===== src/rtl/hangman_msg_rx.sv =====
// Purpose : UART-style byte receiver for letter codes from the peer board (8N1, optional even parity).
// Latency : data_ready rises H+9*CLKS_PER_BIT+2..+3 clocks after the start-bit falling edge (+CLKS_PER_BIT with parity).
// Backpr. : none; the serial line cannot be stalled, so each byte is presented for one cycle on data_ready.
//
// Ports:
//   clk           system clock, rising-edge
//   nRst          asynchronous active-low reset
//   rx_serial     asynchronous serial input, idle high
//   rx_data       last correctly received byte, held between frames
//   data_ready    one-cycle strobe: rx_data newly valid
//   framing_error stop bit sampled low; held until the next start bit is confirmed
//   parity_error  one-cycle strobe on even-parity mismatch (tied 0 without parity)
//   busy          high whenever the receiver is not idle
//
// Build option: define HANGMAN_MSG_RX_PARITY_EN to add an even-parity bit after the data bits.
module hangman_msg_rx #(
    parameter int CLKS_PER_BIT = 10
) (
    input  logic       clk,
    input  logic       nRst,
    input  logic       rx_serial,
    output logic [7:0] rx_data,
    output logic       data_ready,
    output logic       framing_error,
    output logic       parity_error,
    output logic       busy
);

    localparam int H  = CLKS_PER_BIT / 2;
    localparam int CW = $clog2(CLKS_PER_BIT);
    localparam logic [CW-1:0] CNT_FULL = CW'(CLKS_PER_BIT - 1);
    localparam logic [CW-1:0] CNT_HALF = CW'(H - 1);

    typedef enum logic [2:0] {
        IDLE      = 3'd0,
        START     = 3'd1,
        DATA      = 3'd2,
`ifdef HANGMAN_MSG_RX_PARITY_EN
        PARITY    = 3'd3,
`endif
        STOP      = 3'd4,
        WAIT_IDLE = 3'd5
    } state_t;

    state_t        state;
    logic          rx_meta;
    logic          rxs;
    logic [CW-1:0] cnt;
    logic [2:0]    idx;
    logic [7:0]    shreg;
`ifdef HANGMAN_MSG_RX_PARITY_EN
    logic          par_bad;
`endif

    assign busy = (state != IDLE);

`ifndef HANGMAN_MSG_RX_PARITY_EN
    assign parity_error = 1'b0;
`endif

    // Synchronizer resets to the idle level so release never looks like a start bit.
    always_ff @(posedge clk or negedge nRst) begin
        if (!nRst) begin
            rx_meta <= 1'b1;
            rxs     <= 1'b1;
        end else begin
            rx_meta <= rx_serial;
            rxs     <= rx_meta;
        end
    end

    always_ff @(posedge clk or negedge nRst) begin
        if (!nRst) begin
            state         <= IDLE;
            cnt           <= '0;
            idx           <= 3'd0;
            shreg         <= 8'h00;
            rx_data       <= 8'h00;
            data_ready    <= 1'b0;
            framing_error <= 1'b0;
`ifdef HANGMAN_MSG_RX_PARITY_EN
            parity_error  <= 1'b0;
            par_bad       <= 1'b0;
`endif
        end else begin
            data_ready   <= 1'b0;
`ifdef HANGMAN_MSG_RX_PARITY_EN
            parity_error <= 1'b0;
`endif
            case (state)
                IDLE: begin
                    cnt <= '0;
                    idx <= 3'd0;
                    if (!rxs) state <= START;
                end

                // Re-check the line mid-bit so short glitches are dropped silently.
                START: begin
                    if (cnt == CNT_HALF) begin
                        cnt <= '0;
                        if (rxs) begin
                            state <= IDLE;
                        end else begin
                            framing_error <= 1'b0;
                            state         <= DATA;
                        end
                    end else begin
                        cnt <= cnt + 1'b1;
                    end
                end

                // Counter was aligned to mid-bit in START, so each full period lands mid-bit.
                DATA: begin
                    if (cnt == CNT_FULL) begin
                        cnt   <= '0;
                        shreg <= {rxs, shreg[7:1]};
                        idx   <= idx + 3'd1;
                        if (idx == 3'd7) begin
`ifdef HANGMAN_MSG_RX_PARITY_EN
                            state <= PARITY;
`else
                            state <= STOP;
`endif
                        end
                    end else begin
                        cnt <= cnt + 1'b1;
                    end
                end

`ifdef HANGMAN_MSG_RX_PARITY_EN
                // Even parity: data ones plus parity bit must be even.
                PARITY: begin
                    if (cnt == CNT_FULL) begin
                        cnt     <= '0;
                        par_bad <= (rxs != ^shreg);
                        state   <= STOP;
                    end else begin
                        cnt <= cnt + 1'b1;
                    end
                end
`endif

                STOP: begin
                    if (cnt == CNT_FULL) begin
                        cnt <= '0;
                        if (rxs) begin
`ifdef HANGMAN_MSG_RX_PARITY_EN
                            if (par_bad) begin
                                parity_error <= 1'b1;
                            end else begin
                                rx_data    <= shreg;
                                data_ready <= 1'b1;
                            end
`else
                            rx_data    <= shreg;
                            data_ready <= 1'b1;
`endif
                            state <= IDLE;
                        end else begin
                            // Framing fault wins over any parity fault.
                            framing_error <= 1'b1;
                            state         <= WAIT_IDLE;
                        end
                    end else begin
                        cnt <= cnt + 1'b1;
                    end
                end

                // Line stuck low after a bad stop bit: wait for idle before hunting again.
                WAIT_IDLE: begin
                    cnt <= '0;
                    if (rxs) state <= IDLE;
                end

                default: state <= IDLE;
            endcase
        end
    end

endmodule


===== config.mk =====
export PLATFORM = sky130hd
export DESIGN_NAME = hangman_msg_rx
export DESIGN_NICKNAME = d
export VERILOG_FILES = /design/src/rtl/hangman_msg_rx.sv
export SDC_FILE = /design/constraint.sdc
export NUM_CORES = 1
export LEC_CHECK = 0
export ABC_CLOCK_PERIOD_IN_PS = 2400
export BUFFER_PORTS_ARGS = -buffer_cell sky130_fd_sc_hd__buf_2
export CAP_MARGIN = 20
export CORE_MARGIN = 2
export CORE_UTILIZATION = 50
export CTS_CLUSTER_SIZE = 40
export DETAILED_ROUTE_END_ITERATION = 8
export GPL_ROUTABILITY_DRIVEN = 0
export PLACE_DENSITY = 0.67
export SYNTH_ARGS = -nofsm -noshare
export SYNTH_HDL_FRONTEND = slang
export SYNTH_SLANG_ARGS = --single-unit

===== constraint.sdc =====
create_clock -name clk -period 2.4 [get_ports clk]
set_clock_uncertainty 0.05 [all_clocks]
set_input_delay 0 -clock clk [delete_from_list [all_inputs] [get_ports clk]]
set_output_delay 0 -clock clk [all_outputs]
set_load 0.01 [all_outputs]

==> run summary <==
STATUS
-------------------------------------------------------------------------------------
Status                                                                   finished, final reports clean

YOSYS
-------------------------------------------------------------------------------------
FFs w/ async S/R, synth                                                          1.00
Synth cell types                                                                   35
Mean post-synth cell area                                                    12.2 um2
Number of register bits inferred by synthesis                                      30
Number of flops mapped to enable cells by yosys                                     0
Share of synthesized area occupied by flip-flops and latches                    0.538
Warnings from Yosys                                                                 0
Syn Std Cell Area                                                         0.00140 mm2
Post-Synthesis Cells                                                              115
Mapped Nets                                                                       123
Top flip-flop cell by instance count after synthesis                     sky130_fd_sc_hd__dfrtp_1

TIMING
-------------------------------------------------------------------------------------
Number of endpoints failing setup at the final stage                                0
Clock period minus final worst setup slack                                    1.96 ns
Highest attainable clock frequency                                          0.509 GHz
Number of failing hold endpoints at the final stage                                 0
RSZ-0062 raised after global routing                                            false
Slew at the pin closest to its max-slew limit                                0.643 ns
Worst hold slack                                                             0.175 ns
Worst slew margin relative to its limit                                         0.571
Final max-slew violation count                                                      0
Share of the clock period used by the worst path                                0.818
Post-Route Setup TNS                                                             0 ns

ROUTING
-------------------------------------------------------------------------------------
Final WL                                                                      2.19 mm
Wire per inst                                                                 13.5 um
Highest routed layer                                                             met4
Post-DR vias/cell                                                                5.50
Detailed-route via count                                                          891
Antenna Violating Nets Remaining                                                    0
Initial DRC count                                                                  14
Residual DRC                                                                        0
Number of iterations in the first detailed-routing pass                             4
Total routed wire length on the met1 layer                                     989 um
Length of routed met3 wiring                                                    98 um
Met2 WL post-DR                                                               1.07 mm

POWER
-------------------------------------------------------------------------------------
Reported leakage power                                                       0.824 nW
Sum of internal, switching and leakage power                                  1.15 mW
Total power density per cell area                                          744 mW/mm2
Highest ir drop seen on vdd                                                  0.530 mV

CLOCKING
-------------------------------------------------------------------------------------
CTS buffer count                                                                    5
CTS root buffer                                                          sky130_fd_sc_hd__clkbuf_4
Clock sink count                                                                   30
Latest clock arrival within the worst-skew pair                               0.32 ns
CTS tree                                                                         done
Clock-pin transition on the worst setup and hold timing paths                 0.10 ns
Clock Path Buffers                                                                  2
Number of buffers inserted by post-CTS setup repair                                 0
Number of levels in the clock H-tree                                                2

WORST SETUP PATH
-------------------------------------------------------------------------------------
CP required                                                                   2.56 ns
Crit Path Max Fanout                                                               14
Category of the worst setup path launch point                                    flop
Cell depth of the worst flop-to-flop path                                           5
Class of the most critical setup path                                         reg2reg
Slowest Stage Delay on Critical Path                                          0.44 ns
CP arrival                                                                    2.12 ns
Ordered cell list for the critical path                                  inv_1, ha_1, and3b_2, nand3_1, mux2_2
Slowest cell on the critical path                                        sky130_fd_sc_hd__mux2_2
Type of destination of the critical path                                         flop

FLOORPLAN
-------------------------------------------------------------------------------------
Placement row count                                                                19
Die ar.                                                                   0.00324 mm2
Horizontal extent of the die                                                  56.9 um
IO Pins                                                                            15
Starting Density                                                                0.517
Die Ht                                                                        56.9 um
Total core area                                                           0.00271 mm2

LAYOUT
-------------------------------------------------------------------------------------
Fraction of layout cells with a size suffix above 1                             0.328
Area Overhead vs Synth                                                          10.5%
Most frequent standard cell in the layout excluding fill and tap cells   sky130_fd_sc_hd__dfrtp_1
Fill count                                                                        240
Most frequent cells in the layout                                        sky130_fd_sc_hd__dfrtp_1, sky130_fd_sc_hd__buf_2, sky130_fd_sc_hd__nand2_1
Antenna Cells                                                                       0
Number of nets at the end of the flow                                             138
Cell area after layout                                                    0.00155 mm2

GRT
-------------------------------------------------------------------------------------
First-pass GRT wire length                                                    4.02 mm
Combined global-route utilization of all metal layers                           0.163
Maximum number of pins on one net before global-route repair                       31
Number of global-route vias before repair                                         892
Initial antenna violation count                                                     0
GR Overflow Total                                                                   0

JOB
-------------------------------------------------------------------------------------
Number of maximum-capacitance violations                                            0

PLACE
-------------------------------------------------------------------------------------
HPWL after detailed placement                                                 1.53 mm
Placed standard-cell area                                                 0.00146 mm2
Count of input and output buffers                                                  13

HOLD PATH
-------------------------------------------------------------------------------------
Path class of the lowest-slack min-delay path                                in2async

## kinds of logic after synthesis
family	Yosys count	synth area share
and+or+nand+nor	32	0.133
DFF	30	0.538
AOI/OAI and AO/OA	17	0.0760
muxes	17	0.157
buffers and inverters	12	0.0420
adders and majority gates	5	0.0447
other	1	0.00268
xor gates and xnor gates	1	0.00626
## worst max-delay path: cells and delay by family, from the launching register on
kind          cells  cell delay (ns)
mux               1             0.44
buf+inv           1             0.09
simple gates      2             0.66
flops             1             0.41
fa+ha+maj         1             0.20
## synth_stat cells, types with 2 or more instances
cell	instances	area share
sky130_fd_sc_hd__nor2_1	4	0.011
sky130_fd_sc_hd__dfstp_2	2	0.038
sky130_fd_sc_hd__dfrtp_1	28	0.50
sky130_fd_sc_hd__a21oi_1	3	0.011
sky130_fd_sc_hd__and3b_2	2	0.014
sky130_fd_sc_hd__mux2_2	8	0.064
sky130_fd_sc_hd__nand2_1	11	0.029
sky130_fd_sc_hd__ha_1	5	0.045
sky130_fd_sc_hd__nor3b_1	2	0.011
sky130_fd_sc_hd__o21ai_0	7	0.025
sky130_fd_sc_hd__clkbuf_1	3	0.0080
sky130_fd_sc_hd__inv_1	5	0.013
sky130_fd_sc_hd__nand3_1	6	0.021
sky130_fd_sc_hd__mux2_4	8	0.086
## per-layer routing
| metal | GRT usage | up-vias |
|---|---|---|
| li1 | - | 432 |
| met4 | 0.0930 | 0 |
| met2 | 0.261 | 20 |
| met1 | 0.195 | 435 |
| met3 | 0.0484 | 4 |
| met5 | 0 | - |
## stage by stage
stage | worst slack, ns | std cells | utilization
2_1_floorplan | 0.563 | 115 | -
3_3_place_gp | 0.502 | 152 | 0.540
3_5_place_dp | 0.456 | 152 | 0.540
4_1_cts | 0.428 | 162 | 0.571
5_1_grt | 0.250 | 162 | 0.571
6_report | 0.436 | 162 | 0.571
## sequential cells by signal, summed over array words and instances (netlist names)
name	flops
data_ready	1
rx_data	8
state	3
shreg	8
rxs	1
cnt	4
framing_error	1
idx	3
rx_meta	1
## final cells by class
type	count	area, um2	area share
clock buffer	6	51.3	0.0331
multi-input combinational	73	588	0.380
clock inverter	2	12.5	0.00808
timing repair buffer	15	85.1	0.0550
tap	31	38.8	0.0251
sequential	30	753	0.487
inverter	5	18.8	0.0121
## power by group
group,total [mW],switching (mW),internal (mW)
registers,0.622,0.0755,0.546
clock network,0.310,0.170,0.141
logic,0.220,0.125,0.0946
total,1.15,0.370,0.781
## worst paths after layout
| path | slack [ns] | startpoint | to |
|---|---|---|---|
| max | 0.44 | cnt[1] | shreg[1] |
| max in group asynchronous | 1.71 | nRst | shreg[1] |
| min | 0.18 | nRst | rx_data[2] |
| min reg2reg | 0.31 | rx_meta | rxs |
| max reg2reg | 0.44 | cnt[1] | shreg[1] |
| min in group clk | 0.27 | rx_serial | rx_meta |
## what timing repair did
item / in CTS / in global routing
endpoints found under the setup margin: 0 / 0
gates resized for setup: 0 / 0
hold buffers: 2 / 0
endpoints found under the hold margin: 29 / 0
Power figures use the tool's default switching activity.
